===== src/rtl/downcount_pkg.sv =====
// Shared types for the downcount block: FSM state encoding only.
package downcount_pkg;

  typedef enum logic [1:0] {
    IDLE = 2'd0,
    RUN  = 2'd1,
    DONE = 2'd2
  } state_t;

endpackage


===== src/rtl/downcount.sv =====
// Loadable modulo-N down counter with IDLE/RUN/DONE sequencing.
// Optional feature macro: DOWNCOUNT_AUTORELOAD_EN -- when defined, reaching
// zero in RUN reloads N-1 and keeps running; DONE is never entered.
import downcount_pkg::*;

module downcount #(
  parameter int N = 13,
  localparam int W = $clog2(N)
) (
  input  logic         clk,
  input  logic         sreset,
  input  logic         i_load,
  input  logic [W-1:0] i_load_val,
  input  logic         i_enable,
  output logic [W-1:0] o_val,
  output logic         o_last,
  output logic         o_busy,
  output logic         o_done
);

  localparam logic [W-1:0] MAXV = W'(N - 1);

  state_t       state, state_nxt;
  logic [W-1:0] val, val_nxt;
  logic [W-1:0] load_clamped;

  // Loads above the modulus saturate to the top count.
  assign load_clamped = (i_load_val > MAXV) ? MAXV : i_load_val;

  // State and count registers; reset beats every other input on the edge.
  always_ff @(posedge clk) begin
    if (sreset) begin
      state <= IDLE;
      val   <= MAXV;
    end else begin
      state <= state_nxt;
      val   <= val_nxt;
    end
  end

  // Next-state and next-count: load first, then per-state enable handling.
  always_comb begin
    state_nxt = state;
    val_nxt   = val;
    if (i_load) begin
      state_nxt = IDLE;
      val_nxt   = load_clamped;
    end else begin
      case (state)
        IDLE: if (i_enable) state_nxt = RUN;
        RUN: begin
          if (i_enable) begin
            if (val != '0) begin
              val_nxt = val - W'(1);
            end else begin
`ifdef DOWNCOUNT_AUTORELOAD_EN
              val_nxt = MAXV;
`else
              state_nxt = DONE;
`endif
            end
          end
        end
        DONE: ;
        default: state_nxt = IDLE;
      endcase
    end
  end

  // Status outputs decoded purely from registered state and count.
  always_comb begin
    o_val  = val;
    o_busy = (state == RUN);
    o_last = (state == RUN) && (val == '0);
`ifdef DOWNCOUNT_AUTORELOAD_EN
    o_done = 1'b0;
`else
    o_done = (state == DONE);
`endif
  end

endmodule


===== config.mk =====
export PLATFORM = sky130hd
export DESIGN_NAME = downcount
export DESIGN_NICKNAME = d
export VERILOG_FILES = /design/src/rtl/downcount_pkg.sv /design/src/rtl/downcount.sv
export SDC_FILE = /design/constraint.sdc
export NUM_CORES = 1
export LEC_CHECK = 0
export ABC_AREA = 1
export CAP_MARGIN = 40
export CORE_AREA = 2 2 39 41
export CTS_CLUSTER_DIAMETER = 200
export DETAILED_ROUTE_END_ITERATION = 10
export DIE_AREA = 0 0 41 43
export PLACE_DENSITY = 0.63
export SLEW_MARGIN = 10
export SYNTH_ARGS = -nofsm -noshare
export SYNTH_HDL_FRONTEND = slang
export SYNTH_SLANG_ARGS = --single-unit
export TNS_END_PERCENT = 30

===== constraint.sdc =====
create_clock -name clk -period 1.17 [get_ports clk]
set_input_delay 0.1755 -clock clk [delete_from_list [all_inputs] [get_ports clk]]
set_output_delay 0.1755 -clock clk [all_outputs]
set_load 0.01 [all_outputs]

* Word level (Yosys, flattened, before mapping) *
Cells that the tools add are included.

word-level totals
  register bits after elaboration = 6
  bits of input ports = 8
  logic and storage cells = 29

operators by class
  add/subtract/negate cells = 1
  order comparisons = 1
  equal/unequal tests = 5
  mux-type cells = 9
  bitwise gates (word level) = 1
  reduce and logical (&&, ||, !) cells = 10

operator list
  kind                   number
  $mux W4                5
  $mux W2                3
  $ne A2 B2 Y1 const B   3
  $pmux W2 S3            1
  $reduce_bool A2 Y1     3
  $gt A4 B4 Y1 const B   1
  $logic_not A4 Y1       1
  $reduce_and A4 Y1      1
  $reduce_bool A4 Y1     1
  $sub A4 B1 Y4 const B  1
  $reduce_and A3 Y1      1
  $eq A2 B1 Y1 const B   1
  $eq A2 B2 Y1 const B   1
  $logic_not A2 Y1       1
  $reduce_or A2 Y1       1
  $logic_and A1 B1 Y1    1
  $not A1 Y1             1

* Logic depth before layout (Yosys ltp) *
  word-level depth = 5
  gate-level depth with buffers = 8
  depth with buffers taken out = 8

* Worst setup path before layout *
Ideal clock, no wire load.

  path type = register to register
  start = register val[0] (netlist: o_val[0])
  end = register val[0] (netlist: o_val[0])
  data arrival time = 1.049 ns
  required time = 1.057 ns
  path slack = 0.009 ns
  stages on the path, launching flop included = 9
  buffers on the path = 0
  cell sequence = dfxtp_1 > inv_1 > ha_1 > nand2_2 > nand2_2 > nand2_1 > nand2_1 > nand2_1 > nor2_1

on the way
  cells in the longest elaborated chain, start to end = 5

ends and longest elaborated chain
  what                    line             source
  start, declared         downcount.sv:24  logic [W-1:0] val, val_nxt;
  start signal, assigned  downcount.sv:37  val <= val_nxt;
  $sub A4 B1 Y4           downcount.sv:54  val_nxt = val - W'(1);
  $mux W4                 downcount.sv:53  if (val != '0) begin
  $mux W4                 downcount.sv:52  if (i_enable) begin
  $mux W4                 downcount.sv:49  case (state)
  $mux W4                 downcount.sv:45  if (i_load) begin

Several ways; a longest one is shown, not always the timed one. The select of a mux whose other input is x is not followed.
A chain may end at the register's enable or synchronous reset.

* Worst setup path in the final report *
  start = register val[0] (netlist: o_val[0])
  end = output o_last

on the way
  cells in the longest elaborated chain, start to end = 2

ends and longest elaborated chain
  what                 line             source
  $logic_not A4 Y1     downcount.sv:74  o_last = (state == RUN) && (val == '0);
  $logic_and A1 B1 Y1  downcount.sv:74
  end, declared        downcount.sv:16  output logic o_last,

No other way between the ends.

==> out/qor_table.md <==
| Group | Metric | Value |
| --- | --- | --- |
| layout | Commonest non-fill, non-tap cell in the layout | buf_4 |
| critical path | Worst Path Class, Setup | reg2out |
| critical path | Critical Path Start Type | flip-flop |
| routing | Residual DRC | 0 |
| power and ir drop | Largest vdd supply drop | 494.9 uV |
| sta | Total Neg Setup Slack | -0.05271 ns |
| placement | # port buffers | 14 |
| synthesis | Syn nets | 70 |
| clock tree | Clock tree from TritonCTS | done |
| global routing | Global routing usage summed across all routing layers | 0.1459 |
| sta | Clock skew | 0.004320 ns |
| global routing | Sum of overflow across all layers after global routing | 0 |
| synthesis | Warning count from the yosys run | 0 |
| clock tree | Buffers from clock root to sink, at most | 2 |
| critical path | Critical path capture point type | output port |
| clock tree | Cts bufs inserted | 3 |
| sta | Actual transition at the worst max-transition pin | 0.2574 ns |
| clock tree | CTS Sinks | 6 |
| critical path | Worst endpoint data arrival time | 1.05 ns |
| sta | Number of slew-limit violations in the final report | 0 |
| placement | Final RePlAce weighted congestion | 0.7500 |
| layout | FILL cells | 157 |
| critical path | Crit path max-delay cell type | dfxtp_2 |
| die | Die H | 43 um |
| global routing | M1 GR Usage | 0.1812 |
| sta | Setup repair after global routing missed its margin | yes |
| global routing | Grt met3 use | 0.03141 |
| layout | Area of all placed cells without fillers | 678.2 sq um |
| sta | Part of the cycle the worst path needs | 1.045 |
| synthesis | Proportion of synthesized chip area in sequential cells | 0.3117 |
| global routing | Most heavily used metal layer in global routing | met2 |
| critical path | Max FO, Critical Path | 2 |
| clock tree | Hold buffer count at CTS | 0 |
| layout | Multi-input gate area | 249.0 sq um |
| outcome | Failing checks | negative setup slack |
| run | Maximum capacitance violations | 0 |
| global routing | Via count of the first global-routing pass | 451 |
| critical path | Series of cell instances along the critical path | inv_2 > ha_4 > nand2_2 > nor2_1 > buf_2 |
| routing | Vias | 463 |
| sta | Number of hold violations in the final report | 0 |
| outcome | Status | complete, but fails checks |
| clock tree | Skew-Pair Late Insertion Delay | 0.25 ns |
| global routing | Pin count of the biggest net entering global routing | 9 |
| routing | Number of vias per cell | 4.327 |
| synthesis | Synth Cell Area | 385.4 sq um |
| routing | Number of nets with antenna violations after routing | 0 |
| sta | Worst slew margin relative to its limit | 0.8279 |
| layout | Util after Layout | 0.4901 |
| sta | Final setup violating endpoints | 1 |
| clock tree | Root Buffer | clkbuf_4 |
| routing | Initial DRC count | 8 |
| sta | Hold slack | 0.5737 ns |
| die | Total Die Area | 0.001763 sq mm |
| synthesis | Number of unique standard cell types used by synthesis | 17 |
| die | CORE AREA | 0.001384 sq mm |
| layout | Layout Nets | 102 |
| layout | Commonest cells after routing, fill and taps aside | buf_4, nand2_1, nand3_1 |
| die | Die W | 41 um |
| routing | First drt pass iteration count | 4 |
| sta | FMAX | 0.8179 GHz |
| power and ir drop | Leakage power figure | 0.3393 nW |
| synthesis | Avg Cell Area, Syn | 6.318 sq um |
| global routing | GR Layer Usage met2 | 0.1938 |
| critical path | Delay of the slowest cell on the worst path | 0.32 ns |
| sta | Worst setup slack after layout | -0.05271 ns |
| placement | Instance area at placement | 638.1 sq um |
| die | Top-level I/O count | 15 |
| routing | Routed wire length per instance | 8.757 um |
| global routing | Number of antenna violations at the first check in global routing | 0 |
| synthesis | Gate Count Post-Synth | 61 |
| global routing | First-pass GRT wire length | 1.683 mm |
| die | Std-Cell Rows | 14 |
| hold path | Worst hold-check path type | reg2reg |
| power and ir drop | Cell area power density | 928.8 mW/mm^2 |
| synthesis | Synthesized flop and latch total | 6 |
| routing | Final WL | 937 um |
| clock tree | Number of H-tree levels | 1 |
| layout | Ratio of cells with drive above 1 in the final layout | 0.4176 |
| critical path | Data required time of the worst path | 0.99 ns |
| die | Initial core utilization | 0.2785 |
| critical path | Top delay family on crit path | flip-flops |
| clock tree | Clock edge transition at the registers on the reported setup and hold paths | 0.05 ns |
| sta | Minimum clock period after layout | 1.223 ns |
| layout | Synth-to-Final Area Change | 75.97% |
| layout | Area taken by flip-flops and latches | 125.1 sq um |
| placement | Detailed Place HPWL | 733.3 um |
| critical path | CP Buf/Inv Count | 2 |
| layout | Diode count | 0 |
==> layout make-up <==
class | instances | share of cell area
well taps | 16 | 0.02952
flip-flops and latches | 6 | 0.1845
clock buffers | 3 | 0.03321
multi-input cells | 44 | 0.3672
repair buffers | 28 | 0.3303
inverters | 10 | 0.05535
==> Yosys cell counts <==
cell	instances	share of area
a21oi_1	4	0.052
a31oi_1	1	0.016
buf_2	1	0.013
dfxtp_1	6	0.31
ha_1	1	0.032
inv_1	9	0.088
inv_2	1	0.0097
nand2_1	11	0.11
nand2_2	3	0.049
nand3_1	8	0.10
nand3b_1	1	0.019
nor2_1	8	0.078
nor2_2	1	0.016
nor2_4	1	0.029
nor3_1	2	0.026
o21ai_0	2	0.026
xor2_1	1	0.023
==> final timing paths <==
path | slack, ns | startpoint | endpoint | cells after the start
worst max-delay path | -0.05 | o_val[0]$_SDFFE_PP0P_ | o_last | 5
worst min-delay path | 0.57 | o_val[0]$_SDFFE_PP0P_ | o_val[0]$_SDFFE_PP0P_ | 3
worst max register to register | 0.03 | o_val[0]$_SDFFE_PP0P_ | o_val[2]$_SDFFE_PP1P_ | 7
worst min register to register | 0.57 | o_val[0]$_SDFFE_PP0P_ | o_val[0]$_SDFFE_PP0P_ | 3
==> report_power, final <==
group | total (mW) | internal, mW | switching [mW]
clock | 0.207 | 0.117 | 0.0895
sequential | 0.229 | 0.220 | 0.00908
combinational | 0.194 | 0.108 | 0.0863
==> tightest hold or removal path, stage by stage (launching register included) <==
cell	delay (ns)
dfxtp_2	0.33
buf_4	0.11
nor2_2	0.03
nor2_1	0.08
==> metrics by stage <==
stage | setup slack [ns] | cells | total power, mW
after floorplan | 0.008655 | 61 | 0.3126
after global placement | -0.2273 | 103 | 0.4128
after detailed placement | -0.2329 | 103 | 0.4152
after CTS | -0.2126 | 106 | 0.6200
after global routing | -0.1104 | 107 | 0.6727
final | -0.05271 | 107 | 0.6299
==> what timing repair did <==
action	CTS	global route
gates resized for setup	15	17
pin swaps	1	6
endpoints found under the setup margin	8	10
setup buffers	0	1
==> layer usage <==
layer	routed length, um	vias to the layer above
met3	33	2
met5	0	-
met2	439	9
met1	448	197
li1	-	255
met4	17	0
==> cells by family after synthesis <==
group,after synthesis,synth area share
DFF,6,0.3117
and+or+nand+nor,35,0.4286
xor gates and xnor gates,1,0.02273
buffers and inverters,11,0.1104
adders and majority gates,1,0.03246
AOI/OAI and AO/OA,7,0.09417
==> sequential cells by signal, summed over array words and instances (netlist names) <==
| signal | flops |
|---|---|
| o_val | 4 |
| state | 2 |
Note: power is estimated with default switching activity, not from simulation.
